## src/rtl/mem_sel_reg_ser_p.sv

```systemverilog
// mem_sel_reg_ser_p: serially loaded instruction/data module+sector select register with arbitrated one-hot selects.
// Optional MEMSEL_PARITY_EN: frame carries a trailing odd-parity bit, errors latch PERR.
module mem_sel_reg_ser_p #(
  parameter int MOD_W  = 2,
  parameter int SECT_W = 4
) (
  input  logic                  SIM_CLK,
  input  logic                  SIM_RST,
  input  logic                  BIT,
  input  logic                  SER_D,
  input  logic                  LD_I,
  input  logic                  LD_D,
  input  logic                  LD_ABORT,
  input  logic                  SEL_STB,
  input  logic                  ACC_I,
  input  logic                  ACC_D,
  output logic [2**MOD_W-1:0]   MSEL_N,
  output logic [SECT_W-1:0]     SECT,
  output logic                  SEL_CH,
  output logic                  BUSY,
  output logic                  DONE,
  output logic                  CONFLICT,
  output logic                  PERR
);
  localparam int NMOD = 2**MOD_W;
  localparam int RW   = SECT_W + MOD_W + 1;
`ifdef MEMSEL_PARITY_EN
  localparam int FL = RW + 1;
`else
  localparam int FL = RW;
`endif
  localparam int CW = $clog2(FL + 2);

  typedef enum logic [1:0] {IDLE, SHIFT, COMMIT} state_t;

  state_t            state, state_nx;
  logic [CW-1:0]     cnt;
  logic [FL-1:0]     sh;
  logic              ch;
  logic [RW-1:0]     i_reg, d_reg, svc;
  logic              pend, par_ok, svc_i, svc_d;
  logic [MOD_W-1:0]  mod;
  logic [NMOD-1:0]   sel_mask;

`ifdef MEMSEL_PARITY_EN
  assign par_ok = ^sh;
  always_ff @(posedge SIM_CLK or negedge SIM_RST)
    if (!SIM_RST) PERR <= 1'b0;
    else if (state == COMMIT && !par_ok) PERR <= 1'b1;
`else
  assign par_ok = 1'b1;
  assign PERR   = 1'b0;
`endif

  always_ff @(posedge SIM_CLK or negedge SIM_RST)
    if (!SIM_RST) state <= IDLE;
    else state <= state_nx;

  always_comb begin
    state_nx = state == IDLE  ? ((LD_I || LD_D) ? SHIFT : IDLE)
             : state == SHIFT ? (LD_ABORT ? IDLE : (BIT && cnt == CW'(FL - 1)) ? COMMIT : SHIFT)
             : IDLE;
  end

  always_comb begin
    BUSY = state != IDLE;
    DONE = state == COMMIT && par_ok;
  end

  always_ff @(posedge SIM_CLK or negedge SIM_RST)
    if (!SIM_RST) begin
      cnt   <= '0;
      sh    <= '0;
      ch    <= 1'b0;
      i_reg <= '0;
      d_reg <= '0;
    end else begin
      if (state == IDLE) begin
        cnt <= '0;
        ch  <= !LD_I;
      end
      if (state == SHIFT && BIT) begin
        sh  <= {SER_D, sh[FL-1:1]};
        cnt <= cnt + 1'b1;
      end
      if (state == COMMIT && par_ok && ch) d_reg <= sh[RW-1:0];
      if (state == COMMIT && par_ok && !ch) i_reg <= sh[RW-1:0];
    end

  // Instruction always wins; data is serviced only on a strobe free of ACC_I.
  assign svc_i = SEL_STB && ACC_I;
  assign svc_d = SEL_STB && !ACC_I && (ACC_D || pend);
  assign svc   = svc_i ? i_reg : d_reg;
  assign mod   = svc[SECT_W +: MOD_W];

  always_comb begin
    sel_mask = '0;
    sel_mask[mod] = 1'b1;
    if (svc[RW-1]) begin
      sel_mask[mod & ~MOD_W'(1)] = 1'b1;
      sel_mask[mod | MOD_W'(1)]  = 1'b1;
    end
  end

  always_ff @(posedge SIM_CLK or negedge SIM_RST)
    if (!SIM_RST) begin
      MSEL_N   <= '1;
      SECT     <= '0;
      SEL_CH   <= 1'b0;
      CONFLICT <= 1'b0;
      pend     <= 1'b0;
    end else begin
      MSEL_N   <= (svc_i || svc_d) ? ~sel_mask : '1;
      CONFLICT <= SEL_STB && ACC_I && ACC_D;
      if (svc_i || svc_d) begin
        SECT   <= svc[SECT_W-1:0];
        SEL_CH <= svc_d;
      end
      if (SEL_STB) pend <= ACC_I && (pend || ACC_D);
    end
endmodule

```

## config.mk

```make
export PLATFORM = sky130hd
export DESIGN_NAME = mem_sel_reg_ser_p
export DESIGN_NICKNAME = d
export VERILOG_FILES = /design/src/rtl/mem_sel_reg_ser_p.sv
export SDC_FILE = /design/constraint.sdc
export NUM_CORES = 1
export LEC_CHECK = 0
export ABC_AREA = 1
export CORE_UTILIZATION = 40
export CTS_CLUSTER_DIAMETER = 60
export DETAILED_ROUTE_END_ITERATION = 10
export GPL_TIMING_DRIVEN = 0
export RECOVER_POWER = 50
export SYNTH_ARGS = -nofsm -noshare
export SYNTH_HDL_FRONTEND = slang
export SYNTH_SLANG_ARGS = --single-unit
export TNS_END_PERCENT = 100
```

## constraint.sdc

```tcl
create_clock -name SIM_CLK -period 1.9 [get_ports SIM_CLK]
set_input_delay 0.38 -clock SIM_CLK [delete_from_list [all_inputs] [get_ports SIM_CLK]]
set_output_delay 0.38 -clock SIM_CLK [all_outputs]
set_load 0.005 [all_outputs]
```

Word level (Yosys, flattened, before mapping). Cells that the tools add are included. W data, S select, Z words.

Add/subtract/negate cells: 1. Multipliers: 0. Div/mod/pow operators: 0. Order comparisons: 6. Eq/ne operators: 3. Shifts and indexed selects: 0. Mux-type cells: 16. Bitwise logic cells: 3. Reduce and logical (&&, ||, !) cells: 21.

Operator list (number): $mux W4 (4); $logic_and A1 B1 Y1 (12); $lt A2 B3 Y1 const B (3); $mux W2 (4); $mux W7 (1); $ge A2 B1 Y1 const B (3); $add A4 B1 Y4 const B (1); $eq A4 B3 Y1 const B (1); $mux W1 (4); $not A4 Y4 (1); $or A4 B3 Y4 (1); $or A4 B4 Y4 (1); $reduce_bool A2 Y1 (2); $logic_not A1 Y1 (3); $logic_or A1 B1 Y1 (3); $demux W1 S1 (2); $demux W1 S2 (1); $eq A2 B1 Y1 const B (1); $eq A2 B2 Y1 const B (1); $logic_not A2 Y1 (1).

Flip-flop bits (word level): 39. Bits in latches: 0. Bits in writable memories: 0. Bits in read-only memories: 0. Input port bits: 10. Word-level logic and storage cells: 61. Memories kept: 0.

Longest topological paths before layout. Gate-level depths: netlist of the first run.

Depth after elaboration: 11. Mapped depth: 6. Mapped depth without buffers: 6.

Worst setup path before layout of the first run. Ideal clock, no wire load.

Kind: register to output. From: register state[0]. To: output BUSY. Data arrival time: 723 ps. Data required time: 1520 ps. Path slack: 797 ps. Cell stages (with the launch flop): 3. Cell sequence: dfrtp_1 > or2_0 > buf_2.

Word-level cells in the longest chain between the ends: 1.

Ends and longest elaborated chain: from (decl) (RTL line 36) `state_t state, state_nx;`; from (signal assigned) (RTL line 57) `else state <= state_nx;`; $reduce_bool A2 Y1 (RTL line 66) `BUSY = state != IDLE;`; to (decl) (RTL line 20) `output logic BUSY,`.

Every way passes these cells.

Final worst setup path of the first run.
From: register state[0]. To: output DONE.

Word-level cells in the longest chain between the ends: 1.

Ends and longest elaborated chain: $eq A2 B2 Y1 (RTL line 67) `DONE = state == COMMIT && par_ok;`; to (decl) (RTL line 21) `output logic DONE,`.

Every way passes these cells.

==> summary.txt, run 1 <==
Status -> completed
Max incr delay on CP -> 0.52 ns
R2r setup slk -> 0.45 ns
Register area share after synthesis -> 0.5620
Synthesis Warnings -> 0
Final period utilization -> 0.9198
Reg-to-reg critical path endpoint -> d_reg[4]
Slowest-stage cell, CP -> clkdlybuf4s50_1
Share of layout cells above drive strength 1 -> 0.1591
Antenna Nets Post-Route -> 0
MaxCap Viol Count -> 0
H-tree levels -> 2
Largest net degree at the start of global routing -> 40
CTS sink cnt -> 39
Setup crit end -> DONE
Net Sw Frac -> 0.2982
Post-Route WL -> 3.011 mm
Die Span X -> 68.06 um
Area taken by multi-input logic gates -> 635.6 um2
Final setup violation count -> 0
Core area -> 0.004086 mm2
1st-iter DRT viols -> 60
Initial Utilization -> 0.4271
Num CTS Buffers -> 5
Total grt overflow -> 0
EDFF count, synth -> 0
Vias -> 1282
Worst flop-to-flop path startpoint -> state[1]
Max Slew Vio Count -> 0
Avg WL per Cell -> 11.15 um
Final hold vios -> 0
Synth unique cells -> 25
DR pass1 iterations -> 4
Pint -> 1.341 mW
Area contributors post-synth -> dfrtp_1 (50%), nand2_1 (13%), o21ai_2 (7.0%), dfstp_2 (6.0%), nand3_1 (5.2%)
RD Place Congestion -> 0.7540
DP HPWL -> 2.154 mm
CP required -> 1.52 ns
Overall global routing resource usage -> 0.1507
Buf+Inv Stages, Crit Path -> 1
Element type at the critical path end -> output port
Rel. slew slack -> 0.3681
Mapped Cells -> 190
Worst endpoint data arrival time -> 1.37 ns
FF/Latch Area -> 980.9 um2
Post-synth top cells -> nand2_1 (60), dfrtp_1 (35), inv_1 (18), nand3_1 (18), o21ai_2 (14)
Ports -> 23
Crit Path Class -> reg2out
Unrepaired setup endpoints after global routing -> no
Leak -> 1.011 nW
Max FO, Critical Path -> 3
Die height -> 68.06 um
R2r worst-path depth -> 6
Power Density -> 912.5 mW/mm2
I/O Buffers -> 21
Busiest grt layer -> met2
First-pass GRT wire length -> 5.092 mm
Startpoint Class -> flip-flop
Final Critical Period -> 1.748 ns
Post-synth top area cell -> dfrtp_1
Clock power frac -> 0.274
Die Area -> 0.004631 mm2
Combinational Power Share -> 0.192
Stages on worst setup path -> 2
# diodes -> 0
CP Launch Point -> state[0]
F_max -> 572.2 MHz
Antenna violations before repair -> 0
NetSw -> 0.5696 mW
CTS max path bufs -> 2
Mapped Area -> 0.001745 mm2
Hold crit path type -> in2async
Top-count cell post-synth -> nand2_1
Filler cell count -> 372
Syn_nets -> 202
Worst-case vdd ir drop -> 0.5281 mV
Hold WS -> 0.2396 ns
Syn avg cell area -> 9.186 um2
Row Count -> 23
Placed instance area -> 0.002013 mm2
Worst slew pin tran -> 0.9478 ns
Grt met2 use -> 0.2439
Via density -> 4.748
Nets@finish -> 231
GR Util met1 -> 0.1859
Layout area overhead -> 19.93%
Met3 GRT Util -> 0.03000
Post-synthesis register bit count -> 39
Post-CTS Hold Fix Bufs -> 0
DRC -> 0
FFs w/ async S/R, synth -> 1.000
Post-route cell area -> 0.002093 mm2
Post-synth top area share -> 0.5018
Dominant synthesized flop cell -> dfrtp_1
CTS tree -> built
Final Skew -> 0.003357 ns
Root Buffer Master -> clkbuf_8
Sequential share of power -> 0.534
Delay-heaviest family, CP -> buffers and inverters
Crit-path cells -> nor2_2, clkdlybuf4s50_1
Worst-Skew Late Latency -> 0.28 ns
CTS clk-pin slew, worst paths -> 0.07 ns
Vias in the first global route -> 1138
[cells in the final DEF, fill, tap and decap left out]
master and count:
nand3b_1 1, dlymetal6s2s_1 1, inv_1 18, buf_2 1, clkdlybuf4s50_1 19, or2_0 1
o21ai_0 13, nand3_1 18, xnor2_1 1, o21ai_2 14, nor2_1 4, clkbuf_1 5
nand4_1 2, a21oi_1 1, ha_1 2, clkbuf_8 5, conb_1 1, inv_2 1
buf_4 2, dfstp_2 4, o21ai_1 1, nor3_1 1, nand2_4 2, clkbuf_2 1
dfrtp_1 35, nand2_2 1, nor2_2 1, nand2_1 61, buf_6 2, clkinv_2 1
[area by class of cell]
type,instances,share of cell area
flip-flops and latches,39,0.4686
multi-input cells,125,0.3036
repair buffers,22,0.1028
clock buffers,7,0.03646
inverters,19,0.03407
well taps,50,0.02989
plain buffers,7,0.02212
clock inverters,1,0.002391
[worst register-to-register path, delay by kind of cell, from the launching register on]
family          cells  cell delay (ns)
flops               1             0.38
compound gates      1             0.08
buf+inv             2             0.59
simple gates        3             0.34
[per-layer routing]
layer	share of wire	wire, um
met1	0.48	1434
met2	0.47	1424
met3	0.034	103
met4	0.016	49
met5	0	0
[cell families after synthesis]
family                   synth area share
AND/OR/NAND/NOR                    0.2308
buffers and inverters             0.07240
flip-flops                         0.5620
other                            0.002148
AO/OA/AOI/OAI                      0.1133
XOR/XNOR                         0.005019
adder cells (fa/ha/maj)           0.01433
[per-stage QoR]
step / total power, mW / util / instances / worst slack (ns) / TNS (ns)
after floorplan: 1.271 / - / 190 / 0.7968 / 0
after global placement: 1.395 / 0.4939 / 261 / -0.4228 / -15.00
after detailed placement: 1.408 / 0.4927 / 261 / 0.2834 / 0
after CTS: 1.945 / 0.5126 / 269 / 0.003207 / 0
after global routing: 2.042 / 0.5122 / 270 / 0.07213 / 0
final: 1.910 / 0.5122 / 270 / 0.1524 / 0
[power by group through the flow]
| stage | Sequential, mW | Clock (mW) | Combinational (mW) |
|---|---|---|---|
| 2_1_floorplan | 1.03 | 0 | 0.244 |
| 4_1_cts | 1.02 | 0.551 | 0.371 |
| 5_1_grt | 1.04 | 0.578 | 0.428 |
| 3_3_place_gp | 1.04 | 0 | 0.358 |
| 3_5_place_dp | 1.04 | 0 | 0.369 |
| 6_report | 1.02 | 0.523 | 0.367 |
[worst min path at each step]
stage,cells after the start,start,endpoint,slack (ns)
floorplan,0,SIM_RST,CONFLICT,0.08
global placement,2,i_reg[2],i_reg[2],0.47
detailed placement,2,i_reg[3],i_reg[3],0.47
CTS,1,SIM_RST,i_reg[0],0.23
global route,1,SIM_RST,SEL_CH,0.32
finish,1,SIM_RST,i_reg[0],0.24
[what timing repair did]
action / 4_1_cts / 5_1_grt
setup buffers: 0 / 1
endpoints found under the setup margin: 0 / 1
gates resized for setup: 0 / 1
hold endpoints to repair: 0 / 0
(Power assumes the default switching activity.)
==> inputs of run 2 (changes only) <==
--- a/config.mk
+++ b/config.mk
@@ -11,6 +11,7 @@
 export DETAILED_ROUTE_END_ITERATION = 10
 export GPL_TIMING_DRIVEN = 0
 export RECOVER_POWER = 50
+export REMOVE_ABC_BUFFERS = 1
 export SYNTH_ARGS = -nofsm -noshare
 export SYNTH_HDL_FRONTEND = slang
 export SYNTH_SLANG_ARGS = --single-unit
==> summary.txt, run 2 (synthesized netlist as in run 1, its figures left out) <==
Post-CTS Hold Fix Bufs -> 0
Root Buffer Master -> clkbuf_8
Die Area -> 0.004631 mm2
F_max -> 547.8 MHz
Core area -> 0.004086 mm2
Power Density -> 961.5 mW/mm2
Post-Route WL -> 3.001 mm
Antenna Nets Post-Route -> 0
I/O Buffers -> 21
Rel. slew slack -> 0.3640
Initial Utilization -> 0.4271
H-tree levels -> 2
Via density -> 4.760
Vias in the first global route -> 1188
DRC -> 0
CP required -> 1.52 ns
Final Critical Period -> 1.825 ns
DP Worst Slack -> 0.008178 ns
Vias -> 1247
Row Count -> 23
Final hold vios -> 0
Setup bufs post-CTS -> 0
# diodes -> 0
Worst slew pin tran -> 0.9541 ns
R2r setup slk -> 0.42 ns
MaxCap Viol Count -> 0
Largest net degree at the start of global routing -> 40
Layout area overhead -> 17.78%
Element type at the critical path end -> output port
Leak -> 0.9845 nW
Filler cell count -> 410
Ports -> 23
DR pass1 iterations -> 4
Die Span X -> 68.06 um
CTS tree -> built
Hold crit path type -> in2async
Hold WS -> 0.2322 ns
Num CTS Buffers -> 5
Worst endpoint data arrival time -> 1.45 ns
Nets@finish -> 223
Final WS setup -> 0.07464 ns
Overall global routing resource usage -> 0.1569
Resize count post-CTS -> 1
CTS clk-pin slew, worst paths -> 0.07 ns
Unrepaired setup endpoints after global routing -> no
Crit Path Class -> reg2out
Status -> completed
CTS max path bufs -> 2
Final period utilization -> 0.9607
Die height -> 68.06 um
Worst-Skew Late Latency -> 0.29 ns
Antenna violations before repair -> 0
1st-iter DRT viols -> 76
Share of layout cells above drive strength 1 -> 0.1462
Max Slew Vio Count -> 0
Avg WL per Cell -> 11.45 um
First-pass GRT wire length -> 5.216 mm
Reg-to-reg critical path endpoint -> cnt[2]
Worst-case vdd ir drop -> 0.4469 mV
Most frequent cells in the layout -> nand2_1 (62), dfrtp_1 (35), clkdlybuf4s50_1 (19)
Final setup TNS -> 0 ns
Max FO, Critical Path -> 8
RD Place Congestion -> 0.6939
Final setup violation count -> 0
CTS sink cnt -> 39
DP HPWL -> 2.073 mm
Startpoint Class -> flip-flop
R2r worst-path depth -> 4
Worst flop-to-flop path startpoint -> state[1]
Total grt overflow -> 0
Commonest non-fill, non-tap cell in the layout -> nand2_1
Final Skew -> 0.004794 ns
run 2: critical path: stages (launching register included):
cell and delay [ns]:
dfrtp_1 0.42, or2_4 0.28, clkdlybuf4s50_1 0.46
run 2: layout make-up:
class,count,area (um2),area share
Tap cell,50,62.56,0.03043
Sequential cell,39,980.9,0.4772
Inverter,19,71.32,0.03469
Timing Repair Buffer,21,205.2,0.09982
Clock buffer,8,100.1,0.04869
Multi-Input combinational cell,125,635.6,0.3092
run 2: stage by stage:
stage,total power [mW],util,instance area (um2),cells
after global routing,2.118,0.5031,2056,262
after global placement,1.375,0.4804,1963,254
after detailed placement,1.396,0.4792,1958,254
after floorplan,1.257,-,1690,183
after CTS,2.002,0.5037,2058,262
final,1.977,0.5031,2056,262
run 2: where the power goes:
group	internal [mW]	switching [mW]
Sequential	0.947	0.0800
Combinational	0.127	0.223
Clock	0.331	0.269
run 2: routing by layer:
| layer | wire, um | vias up | track usage |
|---|---|---|---|
| met5 | 0 | - | 0 |
| met4 | 45 | 0 | 0.06771 |
| met3 | 153 | 5 | 0.05000 |
| met2 | 1467 | 25 | 0.2647 |
| met1 | 1334 | 571 | 0.1814 |
| li1 | - | 646 | - |
run 2: worst max path at each step:
| stage | from | endpoint | slack [ns] | cells past startpoint |
|---|---|---|---|---|
| final | state[0] | BUSY | 0.07 | 2 |
| after global routing | state[0] | BUSY | 0.02 | 2 |
| after CTS | state[0] | BUSY | 0.006 | 2 |
| after detailed placement | BIT | cnt[2] | 0.008 | 4 |
| after global placement | SIM_RST | cnt[3] | -0.41 | 1 |
| after floorplan | state[1] | cnt[2] | 0.69 | 4 |
==> inputs of run 3 (changes only) <==
--- a/config.mk
+++ b/config.mk
@@ -10,6 +10,7 @@
 export CTS_CLUSTER_DIAMETER = 60
 export DETAILED_ROUTE_END_ITERATION = 10
 export GPL_TIMING_DRIVEN = 0
+export MAX_ROUTING_LAYER = met4
 export RECOVER_POWER = 50
 export REMOVE_ABC_BUFFERS = 1
 export SYNTH_ARGS = -nofsm -noshare
==> summary.txt, run 3 (synthesized netlist as in run 1, its figures left out) <==
Status -> completed
Final Util -> 0.5031
Num CTS Buffers -> 5
Hold crit path type -> in2async
CTS tree -> built
Delay-heaviest family, CP -> buffers and inverters
Largest net degree at the start of global routing -> 40
Element type at the critical path end -> output port
First-pass GRT wire length -> 5.223 mm
Rel. slew slack -> 0.3640
Final hold vios -> 0
Antenna violations before repair -> 0
CTS max path bufs -> 2
Commonest non-fill, non-tap cell in the layout -> nand2_1
Share of layout cells above drive strength 1 -> 0.1462
Root Buffer Master -> clkbuf_8
Die Area -> 0.004631 mm2
Worst endpoint data arrival time -> 1.45 ns
Core area -> 0.004086 mm2
Reg-to-reg critical path endpoint -> cnt[2]
Final Skew -> 0.004792 ns
F_max -> 547.9 MHz
DP HPWL -> 2.073 mm
Stages on worst setup path -> 2
Vias -> 1247
Startpoint Class -> flip-flop
MaxCap Viol Count -> 0
Ports -> 23
Via density -> 4.760
RD Place Congestion -> 0.7013
Leak -> 0.9845 nW
Post-CTS Hold Fix Bufs -> 0
DR pass1 iterations -> 4
CP required -> 1.52 ns
Overall global routing resource usage -> 0.1615
Max Slew Vio Count -> 0
Worst flop-to-flop path startpoint -> state[1]
Post-Route WL -> 3.000 mm
Vias in the first global route -> 1188
Final period utilization -> 0.9606
Most frequent cells in the layout -> nand2_1 (62), dfrtp_1 (35), clkdlybuf4s50_1 (19)
Slowest-stage cell, CP -> clkdlybuf4s50_1
Cell count after placement -> 254
CTS clk-pin slew, worst paths -> 0.07 ns
Final Critical Period -> 1.825 ns
R2r setup slk -> 0.42 ns
Non-filler cells, final -> 262
Die Span X -> 68.06 um
Unrepaired setup endpoints after global routing -> no
Avg WL per Cell -> 11.45 um
Max incr delay on CP -> 0.46 ns
Setup crit end -> BUSY
Crit Path Class -> reg2out
Antenna Nets Post-Route -> 0
CP Launch Point -> state[0]
Row Count -> 23
Worst slew pin tran -> 0.9540 ns
Worst-Skew Late Latency -> 0.29 ns
Worst-case vdd ir drop -> 0.4469 mV
Buf+Inv Stages, Crit Path -> 1
# diodes -> 0
1st-iter DRT viols -> 76
Final setup violation count -> 0
Crit-path cells -> or2_4, clkdlybuf4s50_1
Setup bufs post-CTS -> 0
Total grt overflow -> 0
I/O Buffers -> 21
Layout area overhead -> 17.78%
R2r worst-path depth -> 4
CTS sink cnt -> 39
DRC -> 0
Die height -> 68.06 um
Power Density -> 961.5 mW/mm2
Max FO, Critical Path -> 8
H-tree levels -> 2
Nets@finish -> 223
Initial Utilization -> 0.4271
==> run 3: cell counts in the layout (fill, tap and decap cells not counted) <==
No cell type changed its count.
==> run 3: routing by layer <==
| layer | track usage | wire length [um] |
|---|---|---|
| met5 | - | 0 |
| met4 | 0.06771 | 44 |
| met3 | 0.05000 | 152 |
| met2 | 0.2647 | 1467 |
| met1 | 0.1814 | 1334 |
==> run 3: worst min-delay path by stage <==
| stage | cells after the start | endpoint | startpoint |
|---|---|---|---|
| final | 1 | pend | SIM_RST |
| after floorplan | 0 | CONFLICT | SIM_RST |
| after CTS | 1 | SECT[1] | SIM_RST |
| after global placement | 2 | d_reg[3] | d_reg[3] |
| after detailed placement | 2 | d_reg[6] | d_reg[6] |
| after global routing | 1 | SECT[1] | SIM_RST |
==> run 3: power breakdown <==
group	internal, mW	switching, mW	total, mW
registers	0.947	0.0800	1.03
logic	0.127	0.223	0.350
clock network	0.331	0.269	0.600
==> run 3: cell type report <==
type                       count  area, um2
inverter                      19      71.32
multi-input combinational    125      635.6
fill                         410       2031
tap                           50      62.56
sequential                    39      980.9
timing repair buffer          21      205.2
clock buffer                   8      100.1
==> run 3: what timing repair did <==
item | CTS | global route
endpoints found under the setup margin | 1 | 1
gates resized for setup | 1 | 1
pin swaps | 0 | 0
endpoints found under the hold margin | 0 | 0
gates cloned | 0 | 0
==> run 3: stage by stage <==
| stage | TNS, ns | hold slack (ns) | power (mW) | cell area (um2) | setup slack (ns) |
|---|---|---|---|---|---|
| after floorplan | 0 | 0.08441 | 1.257 | 1690 | 0.6909 |
| after global placement | -14.34 | 0.4653 | 1.375 | 1963 | -0.4054 |
| after detailed placement | 0 | 0.4693 | 1.396 | 1958 | 0.008178 |
| after CTS | 0 | 0.2260 | 2.002 | 2058 | 0.005566 |
| after global routing | 0 | 0.2965 | 2.118 | 2056 | 0.01815 |
| final | 0 | 0.2322 | 1.977 | 2056 | 0.07483 |
